### src/rtl/ifu_fetch.sv
// rtl/ifu_fetch.sv - MIPS instruction fetch unit: PC, imem req/ack fetch, ins valid/ready, next-PC select
// Optional IFU_DELAY_SLOT_EN: taken branch/jump redirects after one delay-slot instruction.
module ifu_fetch #(
  parameter logic [31:0] RESET_PC = 32'h0000_3000
) (
  input  logic        clk,
  input  logic        rst_n,
  output logic        imem_req,
  output logic [31:0] imem_addr,
  input  logic        imem_ack,
  input  logic [31:0] imem_rdata,
  output logic [31:0] ins,
  output logic        ins_valid,
  input  logic        ins_ready,
  output logic [31:0] pc,
  input  logic        branch,
  input  logic        jump,
  input  logic        zero
);

  typedef enum logic {FETCH = 1'b0, VALID = 1'b1} stateT;

  stateT       state;
  logic [31:0] pc4;
  logic [31:0] bTarget;
  logic [31:0] jTarget;
  logic [31:0] target;
  logic [31:0] nextPc;
  logic        taken;
  logic        consume;

  always_comb begin
    pc4     = pc + 32'd4;
    bTarget = pc4 + {{14{ins[15]}}, ins[15:0], 2'b00};
    jTarget = {pc4[31:28], ins[25:0], 2'b00};
    taken   = jump | (branch & zero);
    target  = jump ? jTarget : bTarget;
  end

  assign consume   = (state == VALID) && ins_ready;
  // Gated with rst_n so the request drops the instant reset asserts, mid-fetch included.
  assign imem_req  = (state == FETCH) && rst_n;
  assign imem_addr = pc;
  assign ins_valid = (state == VALID);

`ifdef IFU_DELAY_SLOT_EN
  logic        pend;
  logic [31:0] pendTarget;

  // While a redirect is pending, the consumed instruction is the delay slot; its own branch/jump is dropped.
  assign nextPc = pend ? pendTarget : pc4;

  always_ff @(posedge clk or negedge rst_n) begin
    if (!rst_n) begin
      pend       <= 1'b0;
      pendTarget <= '0;
    end else if (consume) begin
      if (pend) begin
        pend <= 1'b0;
      end else if (taken) begin
        pend       <= 1'b1;
        pendTarget <= target;
      end
    end
  end
`else
  assign nextPc = taken ? target : pc4;
`endif

  always_ff @(posedge clk or negedge rst_n) begin
    if (!rst_n) begin
      state <= FETCH;
      pc    <= RESET_PC;
      ins   <= '0;
    end else if (state == FETCH) begin
      if (imem_ack) begin
        ins   <= imem_rdata;
        state <= VALID;
      end
    end else begin
      if (consume) begin
        pc    <= nextPc;
        state <= FETCH;
      end
    end
  end

endmodule
### config.mk
export PLATFORM = sky130hd
export DESIGN_NAME = ifu_fetch
export DESIGN_NICKNAME = d
export VERILOG_FILES = /design/src/rtl/ifu_fetch.sv
export SDC_FILE = /design/constraint.sdc
export NUM_CORES = 1
export LEC_CHECK = 0
export CAP_MARGIN = 10
export CORE_MARGIN = 4
export CORE_UTILIZATION = 40
export CTS_CLUSTER_SIZE = 14
export DETAILED_ROUTE_END_ITERATION = 6
export GPL_TIMING_DRIVEN = 0
export HOLD_SLACK_MARGIN = 0.15
export PLACE_DENSITY = 0.78
export SLEW_MARGIN = 10
export SYNTH_ARGS = -nofsm -noshare
export SYNTH_HDL_FRONTEND = slang
export SYNTH_SLANG_ARGS = --single-unit
### constraint.sdc
create_clock -name clk -period 9.8 [get_ports clk]
set_input_delay 2.94 -clock clk [delete_from_list [all_inputs] [get_ports clk]]
set_output_delay 2.94 -clock clk [all_outputs]
set_load 0.01 [all_outputs]
==> impl_metrics.toml <==
[drt]
route.vias.total = 5150
drtAntennaViolNets = 0
route.detailed.drc = 0
detail_route.wl_per_cell_um = 17.5
drt-initial-drc-count = 396
vias_per_cell = 5.53
route.final.wire_length_um = 16300
drt-pass1-iter-count = 5

[grt]
wire_length_of_the_first_global_routing_pass_um = 25900
grt_start_max_net_pins = 34
grt.overflow.total = 0
groute.usage.overall = 0.217
grt_antenna_before_repair = 0
first_global_vias = 4997

[yosys]
synth-edff-count = 0
syn_inst = 608
ys_ff_latch = 63
ys_warn_count = 0
synth_sequential_area_ratio = 0.296
async_reset_ff_frac = 1.00
ys.flop_type = "dfrtp_1"
post_synth_instance_area_um2 = 5330
postSynthAreaPerCell_um2 = 8.76
synth.distinct_cells = 68

[run]
max_cap_violations = 0

[clocking]
library_cell_used_as_clock_root_buffer = "clkbuf_16"
post-cts-setup-buffers = 0
cts_buffers = 9
clock_transition_at_the_registers_of_the_reported_paths_ns = 0.06
cts-htree-levels = 3
clock_latency_ns = 0.34
cts_tree = "yes"
post_cts_hold_buffer_count = 0
clockBufferDepth = 2
cts.sinks = 63
post_cts.resized_instances = 0

[power]
p_leak_nw = 3.04
powerDensity_nw_per_um2 = 301
highest_ir_drop_seen_on_vdd_mv = 0.134

[placement]
placedCellCount = 915
place.port_buffers = 131
gpl.final_weighted_congestion = 0.930
place_hpwl_um = 12300

[setup_path]
worstSetupEndpoint = "imem_req"
crit_chain = "buf_4 -> buf_12 -> nor2b_1 -> clkdlybuf4s50_1"
critical_path.reg2reg.startpoint = "imem_addr[4]$_DFFE_PN0P_"
crit_path_end_kind = "output pin"
worst_ep_arrival_time_ns = 4.33
worst_setup_path_startpoint = "rst_n"
crit_path_start_kind = "input pin"
rrSetupSlack_ns = 5.01
timing_worst_setup_path_type = "in2out"
critical_path.max_stage_delay_ns = 0.55
crit_fanout = 33
critical_path.slowest_cell = "clkdlybuf4s50_1"
critical_path.reg2reg.endpoint = "imem_addr[31]$_DFFE_PN0P_"
worst_r2r_path_depth = 17
worst_ep_required_time_ns = 6.86

[status]
outcome = "finished, final reports clean"

[cells_and_area]
layout.cells.most_common = "clkdlybuf4s50_1"
fillerInstances = 1154
final-seq-area_um2 = 1580
multi_input_comb_area_um2 = 3370
drive_gt1_frac = 0.138
area_overhead_of_the_layout_relative_to_synthesis_pct = 35.7
post-route-util = 0.564
final_net_count = 831
mostFrequentLayoutCells = "clkdlybuf4s50_1 (130), dfrtp_1 (61), nor2_1 (51)"
insertedDiodeCount = 0
post_layout_nonfiller_instances = 931

[min_path]
hold_class = "reg2reg"

[timing]
period_needed_ns = 7.27
timing.slew.headroom = 0.327
fin_skew_ns = 0.0108
final-setup-viol-count = 0
report.final.slew_viol_count = 0
timing.final.crit_share = 0.742
setup_total_negative_slack_ns = 0
rsz_0062_raised_after_global_routing = "false"
maxClockFrequency_mhz = 137
worst-slew-pin-transition_ns = 1.01
hold_fails_final_rpt = 0

[floorplan]
cell_row_count = 41
pin_count = 137
dieWidth_um = 123
die_area_um2 = 15200
fp.coreArea_um2 = 12800
initial_utilization = 0.416
chipHeight_um = 123
## layout make-up
cell class,instances,area share
sequential,63,0.218
timing repair buffer,132,0.184
buffer,59,0.0488
clock inverter,7,0.0166
tap,172,0.0298
clock buffer,9,0.0312
multi-input combinational,479,0.466
inverter,10,0.00519
## synthesized netlist by cell type, types with 7 or more instances
library cell / instances / share of area
mux2_2: 32 / 0.068
ha_1: 37 / 0.087
and3_1: 10 / 0.012
nor2b_1: 8 / 0.0094
a21oi_1: 41 / 0.039
o21ai_0: 44 / 0.041
dfrtp_1: 61 / 0.29
xor2_1: 17 / 0.028
nand2_1: 50 / 0.035
a21o_1: 17 / 0.024
nor3_1: 7 / 0.0066
buf_4: 34 / 0.048
xnor2_1: 34 / 0.056
clkbuf_1: 21 / 0.015
nor2_1: 51 / 0.036
inv_1: 10 / 0.0070
nand3_1: 19 / 0.018
a211oi_1: 15 / 0.021
nand4_1: 10 / 0.012
## sequential cells by signal, summed over array words and instances (netlist names)
| signal | count |
|---|---|
| ins | 32 |
| imem_addr | 30 |
| ins_valid | 1 |
## worst min-delay path by stage
stage	from	end	slack, ns	cells after the start
6_report	ins[30]$_DFFE_PN0P_	ins[30]$_DFFE_PN0P_	0.51	1
5_1_grt	ins[30]$_DFFE_PN0P_	ins[30]$_DFFE_PN0P_	0.54	1
4_1_cts	ins[30]$_DFFE_PN0P_	ins[30]$_DFFE_PN0P_	0.51	1
3_5_place_dp	ins[30]$_DFFE_PN0P_	ins[30]$_DFFE_PN0P_	0.50	1
3_3_place_gp	ins[26]$_DFFE_PN0P_	ins[26]$_DFFE_PN0P_	0.49	1
2_1_floorplan	imem_addr[12]$_DFFE_PN1P_	imem_addr[12]$_DFFE_PN1P_	0.53	2
## through the flow
stage	power [mW]	hold slack (ns)	cell area [µm²]	setup slack, ns
floorplan	1.30	0.526	5340	3.72
detailed placement	1.78	0.496	6880	2.49
finish	2.18	0.505	7230	2.53
global route	2.33	0.541	7230	2.41
CTS	2.17	0.509	7230	2.50
global placement	1.77	0.489	6870	0.363
## per-layer routing
layer	wire [µm]	track usage	share of wire
met3	1250	0.0425	0.076
met2	7980	0.364	0.49
met4	259	0.0547	0.016
met1	6820	0.287	0.42
met5	0	0	0
## critical path: cells and delay by family
family	cells	cell delay (ns)
buf+inv	3	1.19
simple gates	1	0.16
## cells by family (layout without fill, tap and decap cells)
family | Yosys count | count (layout) | share of synthesized area
flip-flops | 63 | 63 | 0.296
XOR/XNOR | 51 | 51 | 0.0838
other | 1 | 4 | 0.000704
adder cells (fa/ha/maj) | 38 | 38 | 0.0906
AO/OA/AOI/OAI | 165 | 165 | 0.203
buffers and inverters | 69 | 217 | 0.0733
AND/OR/NAND/NOR | 187 | 187 | 0.179
multiplexers | 34 | 34 | 0.0737
## where the power goes
group	internal, mW	switching (mW)	total [mW]
Combinational	0.677	0.634	1.31
Clock	0.249	0.129	0.379
Sequential	0.342	0.147	0.489
Total	1.27	0.911	2.18
(Power assumes the default switching activity.)
==> RTL edit 1 (same settings) <==
Build with the macro `IFU_DELAY_SLOT_EN` defined.
--- a/src/rtl/ifu_fetch.sv
+++ b/src/rtl/ifu_fetch.sv
@@ -1,5 +1,7 @@
 // rtl/ifu_fetch.sv - MIPS instruction fetch unit: PC, imem req/ack fetch, ins valid/ready, next-PC select
 // Optional IFU_DELAY_SLOT_EN: taken branch/jump redirects after one delay-slot instruction.
+`define IFU_DELAY_SLOT_EN
+
 module ifu_fetch #(
   parameter logic [31:0] RESET_PC = 32'h0000_3000
 ) (
Check against the original RTL: not equivalent (Yosys sat finds a counterexample within 4 cycles, from zero or initial values and one cycle with rst_n low).
==> RTL edit 1 against the unedited design <==
- power up 20%
- routed wire length increased by 24%
- count of clock-buffer cells in the layout increased by 4
- fmax is essentially flat
- synthesized area grew 26%
- sequential cell count grew 35
- setup slack improved by 5.8 ps
- utilization fell by 4.0 points
- via count is 21% higher
- final area rose by 20%
==> RTL edit 1: results (changes against the unedited design) <==
[status]
status=completed

[detailed_routing]
first_iter_violations=583  ; +47%
vias_per_cell=5.590  ; +1.1%
routedWlPerCell_um=18.21  ; +4.0%

[pwr]
comb_power_share_pct=58.4  ; -1.7 points
pwr-share-clk_pct=13.4  ; -4.0 points
p_leak_nw=3.762  ; +24%
peakVddDrop_v=0.0001363  ; +1.7%
powerComb_mw=1.53  ; +17%
swShare_pct=42.71  ; +0.91 points

[global_route]
grt_max_degree=61  ; +79%
grt_pass1_vias=6038  ; +21%
grt_pass1_wl_um=31250  ; +21%
grt_util_all_layers_pct=21.31  ; -0.35 points

[sta]
whs_ps=481.5  ; -23.68 ps
maxSlewHeadroom_pct=39.79  ; +7.1 points
skew_ps=9.359  ; -1.465 ps

[layout]
multi_input_gates=564  ; +18%
clkbuf_count=13  ; +4
seq_area_um2=2455  ; +55%
drive_gt1_share_pct=11.78  ; -2.0 points
clkCellAreaFrac_pct=3.270  ; -1.5 points
fillerInstances=1552  ; +34%
buffers=203  ; +6.3%
buf_share_pct=20.66  ; -2.6 points
multi_input_area_share_pct=44.07  ; -2.6 points

[placement]
gp_congestion=0.9374  ; +0.84%
io_buffer_count=135  ; +3.1%

[logic_synthesis]
synth_area_leaders=dfrtp_1 (36%), ha_1 (6.9%), mux2_2 (5.7%)
synthAdderAreaFrac_pct=7.197  ; -1.9 points
ys_top_cells_by_count=dfrtp_1 (96), nand2_1 (86), o21ai_0 (74)
ys_ff_latch=98  ; +56%
ys_seq_area_share_pct=36.58  ; +7.0 points
synthDistinctLibCells=67  ; -1.5%

[critical_path]
r2r_end=pendTarget[31]$_DFFE_PN0P_
ff2ff_path_depth=16  ; -1
path_max_fanout=60  ; +82%
rrSetupSlack_ps=5700  ; +690 ps

[min_path]
hold-path-endpoint=pendTarget[0]$_DFFE_PN0P_
holdPathStages=2  ; +1
min_from=pendTarget[0]$_DFFE_PN0P_

==> RTL edit 1: cell types whose count changed after synthesis, sizes merged, moves of 5 or more <==
cell and change:
dfrtp +35, nand2 +35, o21ai +30, mux2i +17, clkbuf +12, a211oi -10
a21oi +9, nor3 +9, and3 +7, nand3 +6, a22oi +5, nor2 -5
xnor2 -5
==> RTL edit 1: metrics by stage <==
| stage | utilization, % | setup slack, ps | std cells | cell area (um^2) |
|---|---|---|---|---|
| floorplan | - | 3723 | 739 | 6710 |
| global placement | 50.45 | -947.4 | 1094 | 8337 |
| detailed placement | 50.62 | 2475 | 1095 | 8366 |
| CTS | 52.34 | 2473 | 1111 | 8648 |
| global route | 52.34 | 2357 | 1111 | 8648 |
| finish | 52.34 | 2531 | 1111 | 8648 |
==> RTL edit 1: per-layer routing <==
metal	global-route usage (%)	share of wire [%]	up-vias
met4	7.539	2.8	0
met3	4.200	8.7	43
met1	28.47	42	2964
met5	0	0	-
met2	34.41	47	294
li1	-	-	2910
==> RTL edit 2 (config.mk and constraints unchanged) <==
Made on the original files. `RESET_PC`: 32'h0000_3000 -> 32'h00002000.
--- a/src/rtl/ifu_fetch.sv
+++ b/src/rtl/ifu_fetch.sv
@@ -1,7 +1,7 @@
 // rtl/ifu_fetch.sv - MIPS instruction fetch unit: PC, imem req/ack fetch, ins valid/ready, next-PC select
 // Optional IFU_DELAY_SLOT_EN: taken branch/jump redirects after one delay-slot instruction.
 module ifu_fetch #(
-  parameter logic [31:0] RESET_PC = 32'h0000_3000
+  parameter logic [31:0] RESET_PC = 32'h00002000
 ) (
   input  logic        clk,
   input  logic        rst_n,
Function: changed (Yosys sat finds a counterexample within 4 cycles, from zero or initial values and one cycle with rst_n low).
==> RTL edit 2 against the unedited design <==
- synthesized area is essentially flat
- power down 2.4%
- non-clock buffer count is the same
- sequential cell count did not move
- final area is 0.66% lower
- routed wire length rose by 0.57%
- fmax increased by 6.3%
- setup slack gained 430 ps
- critical path type unchanged
- critical endpoint unchanged
- largest cell class unchanged
==> RTL edit 2: results (changes against the unedited design) <==
[critical_path]
arrival_ps=3900  ; -430 ps
rrSetupSlack_ps=4940  ; -70 ps
crit_end=imem_req
ff2ff_path_depth=17  ; unchanged
worstSetupStartpoint=rst_n
path_max_fanout=18  ; -45%
slowest_stage=clkdlybuf4s50_1

[logic_synthesis]
synthAdderAreaFrac_pct=9.065  ; about the same
synth_compound_area_share_pct=20.29  ; about the same
muxShareOfSynthArea_pct=7.374  ; about the same
ys_top_cells_by_count=dfrtp_1 (62), nor2_1 (51), nand2_1 (50)
synthXorXnorAreaFrac_pct=8.384  ; about the same
ys_seq_area_share_pct=29.61  ; about the same
synth_area_leaders=dfrtp_1 (29%), ha_1 (8.7%), mux2_2 (6.8%)

[pwr]
power_mw=2.125  ; -2.4%
swShare_pct=42.56  ; +0.76 points
pwr-share-clk_pct=15.0  ; -2.4 points
p_leak_nw=3.025  ; -0.47%
powerComb_mw=1.32
peakVddDrop_v=0.0001417  ; +5.7%

[min_path]
holdPathStages=1  ; unchanged
min_from=ins[26]$_DFFE_PN0P_
hold-path-endpoint=ins[26]$_DFFE_PN0P_

[global_route]
grt_util_all_layers_pct=21.74  ; +0.076 points
grt_pass1_wl_um=25950  ; +0.16%
grt_max_degree=48  ; +41%
grt_pass1_vias=5195  ; +4.0%

[layout]
drive_gt1_share_pct=13.44  ; -0.40 points
largest_reg_flops=32  ; unchanged
num_antenna_cells=0  ; unchanged
fillerInstances=1156  ; +0.17%
final_nets=831  ; unchanged
top_register=ins

[placement]
gp_congestion=0.9286  ; -0.11%
pre_cts_ws_ps=2932  ; +441.8 ps
io_buffer_count=131  ; unchanged
post-dp-hpwl_um=12510  ; +1.3%
postPlaceCellArea_um2=6890  ; about the same

[status]
status=completed

[detailed_routing]
first_iter_violations=449  ; +13%
wl_um=16400  ; +0.57%
drc=0  ; unchanged
vias_per_cell=5.636  ; +1.9%

[sta]
whs_ps=508.4  ; +3.219 ps
skew_ps=7.004  ; -3.820 ps
fmax_ghz=0.1461  ; +6.3%
maxSlewHeadroom_pct=32.32  ; -0.36 points

[cts]
clkTransAtPathRegs_ps=50
clock_latency_ps=330
cts_root_buffer=clkbuf_16

RTL edit 2: kinds of logic after synthesis:
family	after synthesis
AOI/OAI and AO/OA	165
xor gates and xnor gates	51
adders and majority gates	38
buffers and inverters	69
DFF	63
muxes	34
other	1
and+or+nand+nor	187
RTL edit 2: layout make-up:
type                       instances  share of cell area, %
multi-input combinational        479                  46.93
sequential                        63                  21.97
timing repair buffer             132                  18.61
buffer                            59                  4.913
clock buffer                      12                  3.432
tap                              172                  2.997
clock inverter                     4                 0.6272
inverter                          10                 0.5226
RTL edit 2: metal layers:
metal  vias up  track usage (%)  part of all wire, %
met2       257            36.12                   49
li1       2474                -                    -
met4         0            7.682                  2.4
met3        43            4.529                  8.1
met1      2473            28.02                   41
met5         -                0                    0
RTL edit 2: per-stage QoR:
step	utilization [%]	instances
2_1_floorplan	-	611
3_3_place_gp	53.53	914
5_1_grt	56.00	931
6_report	56.00	931
3_5_place_dp	53.73	915
4_1_cts	56.00	931
